$ cat config.mk
export PLATFORM = sky130hd
export DESIGN_NAME = mem_arbiter
export DESIGN_NICKNAME = d
export VERILOG_FILES = /design/src/rtl/mem_arbiter_pkg.sv /design/src/rtl/mem_arbiter.sv
export SDC_FILE = /design/constraint.sdc
export NUM_CORES = 1
export LEC_CHECK = 0
export ABC_AREA = 1
export CORE_MARGIN = 10
export CORE_UTILIZATION = 54
export CTS_BUF_LIST = sky130_fd_sc_hd__clkbuf_16
export DETAILED_ROUTE_END_ITERATION = 10
export GPL_TIMING_DRIVEN = 0
export HOLD_SLACK_MARGIN = 0.03
export PLACE_DENSITY = 0.81
export SYNTH_ARGS = -nofsm -noshare
export SYNTH_HDL_FRONTEND = slang
export SYNTH_SLANG_ARGS = --single-unit
$ cat constraint.sdc
create_clock -name clk -period 11.8 [get_ports clk]
set_input_delay 1.77 -clock clk [delete_from_list [all_inputs] [get_ports clk]]
set_output_delay 1.77 -clock clk [all_outputs]
set_load 0.01 [all_outputs]
$ cat src/rtl/mem_arbiter_pkg.sv
// Shared definitions for the RAM-port arbiter: access-size codes, FSM state
// encoding, the IO window base address and the size-code decoder.
package mem_arbiter_pkg;

    localparam logic [1:0]  AimByte       = 2'b01;
    localparam logic [1:0]  AimHalf       = 2'b10;
    localparam logic [1:0]  AimWord       = 2'b00;
    localparam logic [31:0] IoBaseDefault = 32'h0003_0000;

    typedef enum logic [1:0] {
        StIdle  = 2'd0,
        StRead  = 2'd1,
        StWrite = 2'd2,
        StDone  = 2'd3
    } arb_state_e;

    // Number of byte cycles for an SLB access-size code.
    function automatic logic [2:0] aim_to_bytes(input logic [1:0] aim);
        case (aim)
            AimByte: return 3'd1;
            AimHalf: return 3'd2;
            default: return 3'd4;
        endcase
    endfunction

endpackage

$ cat src/rtl/mem_arbiter.sv
// mem_arbiter: sole owner of the 8-bit RAM port. Arbitrates instruction fetch
// against the store/load buffer, splits accesses into little-endian byte
// cycles and reports completion on shared finish strobes.
//
// Ports
//   clk, rst                 clock, async active-high reset
//   rdy                      global enable, low freezes every register
//   is_exception_from_rob    flush: aborts reads, lets an active write finish
//   is_req_from_if / addr_from_if / data_to_if / is_finish_to_if   fetch side
//   is_empty_from_slb (low pulse = request), is_store_from_slb, addr_from_slb,
//   data_from_slb, aim_from_slb, data_to_slb, is_finish_to_slb,
//   is_instr_to_slb, is_store_to_slb                               SLB side
//   mem_din, mem_dout, mem_a, mem_wr                               RAM port
//   io_buffer_full           stalls writes into the IO window
//
// state  | meaning
// IDLE   | no transaction; arbitrate slot/pulse against fetch
// READ   | issuing byte addresses and capturing returned bytes
// WRITE  | issuing byte writes, stalled by a full IO sink
// DONE   | drive finish strobes, free the SLB slot
module mem_arbiter
    import mem_arbiter_pkg::*;
#(
    parameter int                  AddrLength = 31,
    parameter int                  CntLength  = 1,
    parameter logic [AddrLength:0] IoBase     = IoBaseDefault
) (
    input  logic                  clk,
    input  logic                  rst,
    input  logic                  rdy,
    input  logic                  is_exception_from_rob,
    input  logic                  is_req_from_if,
    input  logic [AddrLength:0]   addr_from_if,
    output logic [31:0]           data_to_if,
    output logic                  is_finish_to_if,
    input  logic                  is_empty_from_slb,
    input  logic                  is_store_from_slb,
    input  logic [AddrLength:0]   addr_from_slb,
    input  logic [31:0]           data_from_slb,
    input  logic [CntLength:0]    aim_from_slb,
    output logic [31:0]           data_to_slb,
    output logic                  is_finish_to_slb,
    output logic                  is_instr_to_slb,
    output logic                  is_store_to_slb,
    input  logic [7:0]            mem_din,
    output logic [7:0]            mem_dout,
    output logic [AddrLength:0]   mem_a,
    output logic                  mem_wr,
    input  logic                  io_buffer_full
);

    arb_state_e            state_q;
    logic                  last_grant_slb_q;
    logic                  slot_valid_q, slot_store_q;
    logic [AddrLength:0]   slot_addr_q;
    logic [31:0]           slot_data_q;
    logic [CntLength:0]    slot_aim_q;
    logic                  cur_instr_q, cur_store_q;
    logic [AddrLength:0]   base_q;
    logic [31:0]           wdata_q, rbuf_q;
    logic [2:0]            nbytes_q, k_q;
    logic [AddrLength:0]   mem_a_q;
    logic [7:0]            mem_dout_q;
    logic                  mem_wr_q;
    logic [31:0]           data_to_if_q, data_to_slb_q;
    logic                  fin_if_q, fin_slb_q, instr_q, store_q;

    logic                  slb_pulse, accept_pulse, slot_valid_d;
    logic                  grant_slb_d, grant_if_d, io_block;
    logic                  pick_store;
    logic [AddrLength:0]   pick_addr;
    logic [31:0]           pick_data;
    logic [CntLength:0]    pick_aim;
    logic [1:0]            cap_idx;

    always_comb begin
        slb_pulse    = ~is_empty_from_slb;
        // A request arriving this cycle is visible to arbitration before it lands in the slot.
        pick_store   = slot_valid_q ? slot_store_q : is_store_from_slb;
        pick_addr    = slot_valid_q ? slot_addr_q  : addr_from_slb;
        pick_data    = slot_valid_q ? slot_data_q  : data_from_slb;
        pick_aim     = slot_valid_q ? slot_aim_q   : aim_from_slb;
        grant_slb_d  = (slot_valid_q | slb_pulse) & (~is_req_from_if | ~last_grant_slb_q);
        grant_if_d   = is_req_from_if & ~grant_slb_d;
        // A flush drops pending loads but never a store, queued or arriving.
        accept_pulse = slb_pulse & ~(is_exception_from_rob & ~is_store_from_slb);
        slot_valid_d = accept_pulse
                     | (slot_valid_q
                        & ~((state_q == StDone) & ~cur_instr_q)
                        & ~(is_exception_from_rob & ~slot_store_q));
        io_block     = cur_store_q & (base_q >= IoBase) & io_buffer_full;
        cap_idx      = k_q[1:0] - 2'd1;
    end

    always_ff @(posedge clk or posedge rst) begin
        if (rst) begin
            state_q          <= StIdle;
            last_grant_slb_q <= 1'b1;
            slot_valid_q     <= 1'b0;
            slot_store_q     <= 1'b0;
            slot_addr_q      <= '0;
            slot_data_q      <= '0;
            slot_aim_q       <= '0;
            cur_instr_q      <= 1'b0;
            cur_store_q      <= 1'b0;
            base_q           <= '0;
            wdata_q          <= '0;
            rbuf_q           <= '0;
            nbytes_q         <= '0;
            k_q              <= '0;
            mem_a_q          <= '0;
            mem_dout_q       <= '0;
            mem_wr_q         <= 1'b0;
            data_to_if_q     <= '0;
            data_to_slb_q    <= '0;
            fin_if_q         <= 1'b0;
            fin_slb_q        <= 1'b0;
            instr_q          <= 1'b0;
            store_q          <= 1'b0;
        end else if (rdy) begin
            slot_valid_q <= slot_valid_d;
            if (accept_pulse) begin
                slot_store_q <= is_store_from_slb;
                slot_addr_q  <= addr_from_slb;
                slot_data_q  <= data_from_slb;
                slot_aim_q   <= aim_from_slb;
            end
            fin_if_q  <= 1'b0;
            fin_slb_q <= 1'b0;
            instr_q   <= 1'b0;
            store_q   <= 1'b0;
            case (state_q)
                StIdle: begin
                    if (!is_exception_from_rob && (grant_if_d || grant_slb_d)) begin
                        cur_instr_q      <= grant_if_d;
                        cur_store_q      <= grant_slb_d & pick_store;
                        base_q           <= grant_if_d ? addr_from_if : pick_addr;
                        wdata_q          <= pick_data;
                        nbytes_q         <= grant_if_d ? 3'd4 : aim_to_bytes(pick_aim);
                        k_q              <= 3'd0;
                        rbuf_q           <= '0;
                        last_grant_slb_q <= grant_slb_d;
                        state_q          <= (grant_slb_d && pick_store) ? StWrite : StRead;
                    end
                end
                StRead: begin
                    if (is_exception_from_rob) begin
                        state_q <= StIdle;
                    end else begin
                        // Byte addressed on the previous edge is on mem_din now.
                        if (k_q != 3'd0) rbuf_q[{cap_idx, 3'b000} +: 8] <= mem_din;
                        if (k_q == nbytes_q) begin
                            state_q <= StDone;
                        end else begin
                            mem_a_q <= base_q + (AddrLength+1)'(k_q);
                            k_q     <= k_q + 3'd1;
                        end
                    end
                end
                StWrite: begin
                    if (io_block) begin
                        mem_wr_q <= 1'b0;
                    end else begin
                        mem_a_q    <= base_q + (AddrLength+1)'(k_q);
                        mem_dout_q <= wdata_q[{k_q[1:0], 3'b000} +: 8];
                        mem_wr_q   <= 1'b1;
                        k_q        <= k_q + 3'd1;
                        if (k_q + 3'd1 == nbytes_q) state_q <= StDone;
                    end
                end
                StDone: begin
                    mem_wr_q <= 1'b0;
                    state_q  <= StIdle;
                    if (!(is_exception_from_rob && !cur_store_q)) begin
                        fin_slb_q <= 1'b1;
                        instr_q   <= cur_instr_q;
                        store_q   <= cur_store_q;
                        if (cur_instr_q) begin
                            fin_if_q     <= 1'b1;
                            data_to_if_q <= rbuf_q;
                        end else if (!cur_store_q) begin
                            data_to_slb_q <= rbuf_q;
                        end
                    end
                end
                default: state_q <= StIdle;
            endcase
        end
    end

    assign mem_a            = mem_a_q;
    assign mem_dout         = mem_dout_q;
    assign mem_wr           = mem_wr_q & rdy;
    assign data_to_if       = data_to_if_q;
    assign data_to_slb      = data_to_slb_q;
    assign is_finish_to_if  = fin_if_q;
    assign is_finish_to_slb = fin_slb_q;
    assign is_instr_to_slb  = instr_q;
    assign is_store_to_slb  = store_q;

endmodule

Yosys cells after proc, flatten, opt, wreduce, memory -nomap -nowiden
Cells that the tools add are included.
{ "classes": {"n_eq_ne": 14, "n_addsub": 4, "mux": 39, "reduce_logical": 22, "shifts": 3, "bitwise_logic": 28, "magnitude_cmp": 1} }
{ "ops": {"columns": ["cell", "count"], "rows": [
  ["two-way mux 32 bit", 9],
  ["one-hot mux 32 bit (2 select lines)", 2],
  ["adder 32 x 3 -> 32 bit", 1],
  ["bitwise mux 32 bit", 1],
  [">= comparator 32 x 18 -> 1 bit, second input constant", 1],
  ["variable shift 8 x 7 -> 32 bit, first input constant", 1],
  ["indexed part select 32 x 6 -> 8 bit", 1],
  ["indexed part select 8 x 7 -> 32 bit", 1],
  ["AND reduction 5 bit", 4],
  ["two-way mux 3 bit", 5],
  ["two-way mux 2 bit", 7],
  ["NOT 1 bit", 13],
  ["AND 1 bit", 12],
  ["inequality test 2 bit, second input constant", 6],
  ["two-way mux 1 bit", 11],
  ["one-hot mux 3 bit (3 select lines)", 1],
  ["one-hot mux 2 bit (4 select lines)", 1],
  ["negation 5 -> 7 bit", 1],
  ["== test 2 bit, second input constant", 3],
  ["== test 3 bit", 2],
  ["one-hot mux 3 bit (2 select lines)", 1],
  ["AND reduction 3 bit", 2],
  ["AND reduction 6 bit", 1],
  ["nonzero test 2 bit", 3],
  ["13 further kinds", 21]
]} }
{ "totals": {"register_bits": 284, "in_bits": 114, "elab_cells": 134, "output_inout_bits": 109} }

Longest topological paths before layout
{ "depth": {"word_depth": 9, "mapped_depth": 13, "mapped_depth_nobuf": 11} }

Worst setup path before layout
No wires, ideal clock.
{ "synth_timing": {"path_type": "input to output", "start": "input rdy", "end": "output mem_wr", "path_buffers": 1, "slack_ns": 7.975, "t_required_ns": 10.030, "arrival_ns": 2.055, "path_stages": 3, "cell_sequence": "buf_4 > nand2_1 > inv_1"} }
{ "synth_between": {"elab_chain_len": 1} }
{ "synth_lines": {"columns": ["item", "line_no", "source"], "rows": [
  ["from (decl)", "mem_arbiter.sv:30", "input logic rdy,"],
  ["AND 1 bit", "mem_arbiter.sv:193", "assign mem_wr = mem_wr_q & rdy;"],
  ["to (decl)", "mem_arbiter.sv:48", "output logic mem_wr,"]
]} }
No other way between the ends.

Worst setup path in the final report
Ends and elaborated chain as after synthesis.

==> results.py <==
metrics = {
    "floorplan": {
        "core-area_mm2": 0.0242,
        "fp-row-count": 57,
        "die_h_um": 177,
        "die-area_mm2": 0.0313,
        "io_pins": 223,
        "initial_core_util": 0.547,
        "fp.dieW_um": 177,
    },
    "finish": {
        "final_common_cell": "nand2_1",
        "final_nets": 2000,
        "drive_gt1_frac": 0.0612,
        "area_growth_pct": 27.1,
        "mostFrequentLayoutCells": "nand2_1, dfrtp_1, clkdlybuf4s50_1",
        "instances_no_fill": 2221,
        "fin_area_mm2": 0.0169,
    },
    "synth": {
        "yosysUniqueCellTypes": 39,
        "synth_edf_count": 0,
        "ys_ff_latch": 283,
        "netlist_instances": 1615,
        "syn_avg_cell_area_um2": 8.22,
        "syn_nets": 1744,
        "syn_area_mm2": 0.0133,
        "synth-async-reset-ratio": 1.00,
        "synth-seq-area-share": 0.534,
        "synthFlopType": "dfrtp_1",
        "ys_warn_count": 0,
    },
    "drt": {
        "detail-route-antenna-nets": 0,
        "drc": 0,
        "wl_um": 39700,
        "first_iter_violations": 1083,
        "via_count": 11930,
        "wl_met1_um": 17000,
        "routed-wl-met2_um": 19000,
        "wl_per_cell_um": 17.9,
        "wl_met3_um": 2880,
        "viasPerCell": 5.37,
        "dr.pass1.iters": 5,
        "highest_layer": "met4",
    },
    "place": {
        "place_congestion": 0.958,
        "dp_slack_ns": 6.89,
        "dpl.cell_count": 2163,
        "place_area_mm2": 0.0160,
        "dp_hpwl_um": 30400,
        "portBuffers": 222,
    },
    "cts": {
        "post-cts-setup-buffer-count": 0,
        "holdBufCountCts": 0,
        "clkLatencyLatePin_ns": 0.57,
        "clockBufferDepth": 3,
        "h-tree-depth": 1,
        "cts_buffers": 30,
        "cts_resized": 0,
        "root_buffer": "clkbuf_16",
        "cts_tree": "built",
        "cts.sinks": 283,
        "clkTransAtPathRegs_ns": 0.06,
    },
    "timing": {
        "finalClockSkew_ns": 0.0237,
        "post-route-min-period_ns": 4.89,
        "setup_viol": 0,
        "fin_setup_tns_ns": 0,
        "slew_headroom": 0.414,
        "layout_setup_ws_ns": 6.91,
        "fmax_mhz": 204,
        "drv_slew": 0,
        "worst-slew-pin-transition_ns": 0.872,
        "rsz0062_at_grt": "no",
        "hold_viol_final": 0,
        "hold_ws_ns": 0.476,
        "fin_crit_sh": 0.415,
    },
    "min_path": {
        "min_path_type": "flip-flop to flip-flop",
    },
    "grt": {
        "grt_usage": 0.248,
        "overflow": 0,
        "grt_pass1_vias": 11610,
        "grt_pass1_wl_um": 62700,
        "antenna_found_initial": 1,
        "grt_max_degree": 117,
    },
    "pwr": {
        "swShare": 0.364,
        "p_clk_frac": 0.257,
        "p_leak_uw": 0.00780,
        "peakVddDrop_mv": 0.110,
        "p_switching_uw": 1230,
        "p_comb_frac": 0.325,
        "pwr-share-seq": 0.418,
        "powerDensity_mw_per_mm2": 200,
        "p_int_uw": 2140,
    },
    "setup_path": {
        "endpoint_kind": "primary output",
        "path_class": "primary input to primary output",
        "cpMostUsedCell": "clkdlybuf4s50_1",
        "critPathLaunchType": "primary input",
        "critPathSlowestCell": "clkdlybuf4s50_1",
        "crit_path_max_incr_delay_ns": 0.53,
        "cp.required_ns": 10.03,
        "ff2ff_setup_slack_ns": 9.07,
        "cp_max_fo": 10,
        "path_cells": "clkdlybuf4s50_1 > buf_4 > nand2_1 > inv_1 > clkdlybuf4s50_1",
        "arrival_ns": 3.12,
    },
    "run": {
        "drv_cap": 0,
    },
    "status": {
        "status": "complete, no violations",
    },
}
-- sequential cells by signal, summed over array words and instances (netlist names), 8 cells and up --
register     cells
base_q          32
data_to_if      32
data_to_slb     32
mem_a           32
mem_dout         8
rbuf_q          32
slot_addr_q     32
slot_data_q     32
wdata_q         32
-- critical path, delay by kind of cell --
family,cells,cell delay [ns]
buf+inv,4,1.28
simple gates,1,0.07
-- final timing paths --
kind	from	cells past startpoint	end
max in group asynchronous	rst	3	slot_addr_q[27]
min in group asynchronous	rst	2	mem_a[19]
worst max register to register	k_q[0]	8	rbuf_q[4]
worst max-delay path	rdy	5	mem_wr
worst min register to register	rbuf_q[0]	2	rbuf_q[0]
worst min-delay path	rbuf_q[0]	2	rbuf_q[0]
-- layout make-up --
class	instances	area, um2
clock inverter	26	156
timing repair buffer	224	2280
multi-input combinational	1085	5220
buffer	73	322
sequential	283	7080
antenna	2	5.00
tap	324	405
inverter	174	661
fill	1980	7370
clock buffer	30	751
-- power by group through the flow --
| stage | Combinational, uW | Clock, uW | Sequential, uW |
|---|---|---|---|
| global placement | 1050 | 0 | 1410 |
| floorplan | 631 | 0 | 1400 |
| detailed placement | 1090 | 0 | 1420 |
| global route | 1220 | 920 | 1440 |
| CTS | 1100 | 876 | 1400 |
| finish | 1100 | 866 | 1410 |
-- kinds of logic (layout without fill, tap and decap cells) --
group,after synthesis,after routing,share of synthesized area
and+or+nand+nor,732,732,0.222
other,0,2,0
adders and majority gates,15,15,0.0147
DFF,283,283,0.534
xor gates and xnor gates,18,18,0.0119
AOI/OAI and AO/OA,302,302,0.129
muxes,18,18,0.0153
buffers and inverters,247,527,0.0734
-- metrics by stage --
| step | utilization | power [uW] |
|---|---|---|
| 5_1_grt | 0.696 | 3580 |
| 3_5_place_dp | 0.658 | 2500 |
| 4_1_cts | 0.696 | 3380 |
| 6_report | 0.696 | 3370 |
| 2_1_floorplan | - | 2030 |
| 3_3_place_gp | 0.656 | 2460 |
-- cell usage after synthesis (2+ instances only) --
cell,instances,share of area
buf_1,5,0.0014
o21ai_0,186,0.070
nand3_2,4,0.0030
mux2_2,18,0.015
nand3_1,61,0.023
dfrtp_1,282,0.53
nor2_1,89,0.025
nand2_2,2,0.00094
clkbuf_1,40,0.011
nor3_1,4,0.0015
xnor2_1,7,0.0046
inv_2,6,0.0017
inv_1,168,0.048
nand2_1,554,0.16
o211ai_1,65,0.037
nor2_2,3,0.0014
or2_2,2,0.00094
o21ai_2,2,0.0013
ha_1,14,0.013
a31oi_1,16,0.0075
buf_4,5,0.0028
nand4_1,5,0.0024
o21ai_1,11,0.0041
buf_2,22,0.0083
xor2_1,11,0.0073
a21oi_1,20,0.0075
-- layer usage --
layer / up-vias / GRT usage
li1: 5696 / -
met1: 5760 / 0.335
met2: 422 / 0.411
met3: 52 / 0.0376
met4: 0 / 0.0651
met5: - / 0
Note: power is estimated with default switching activity, not from simulation.
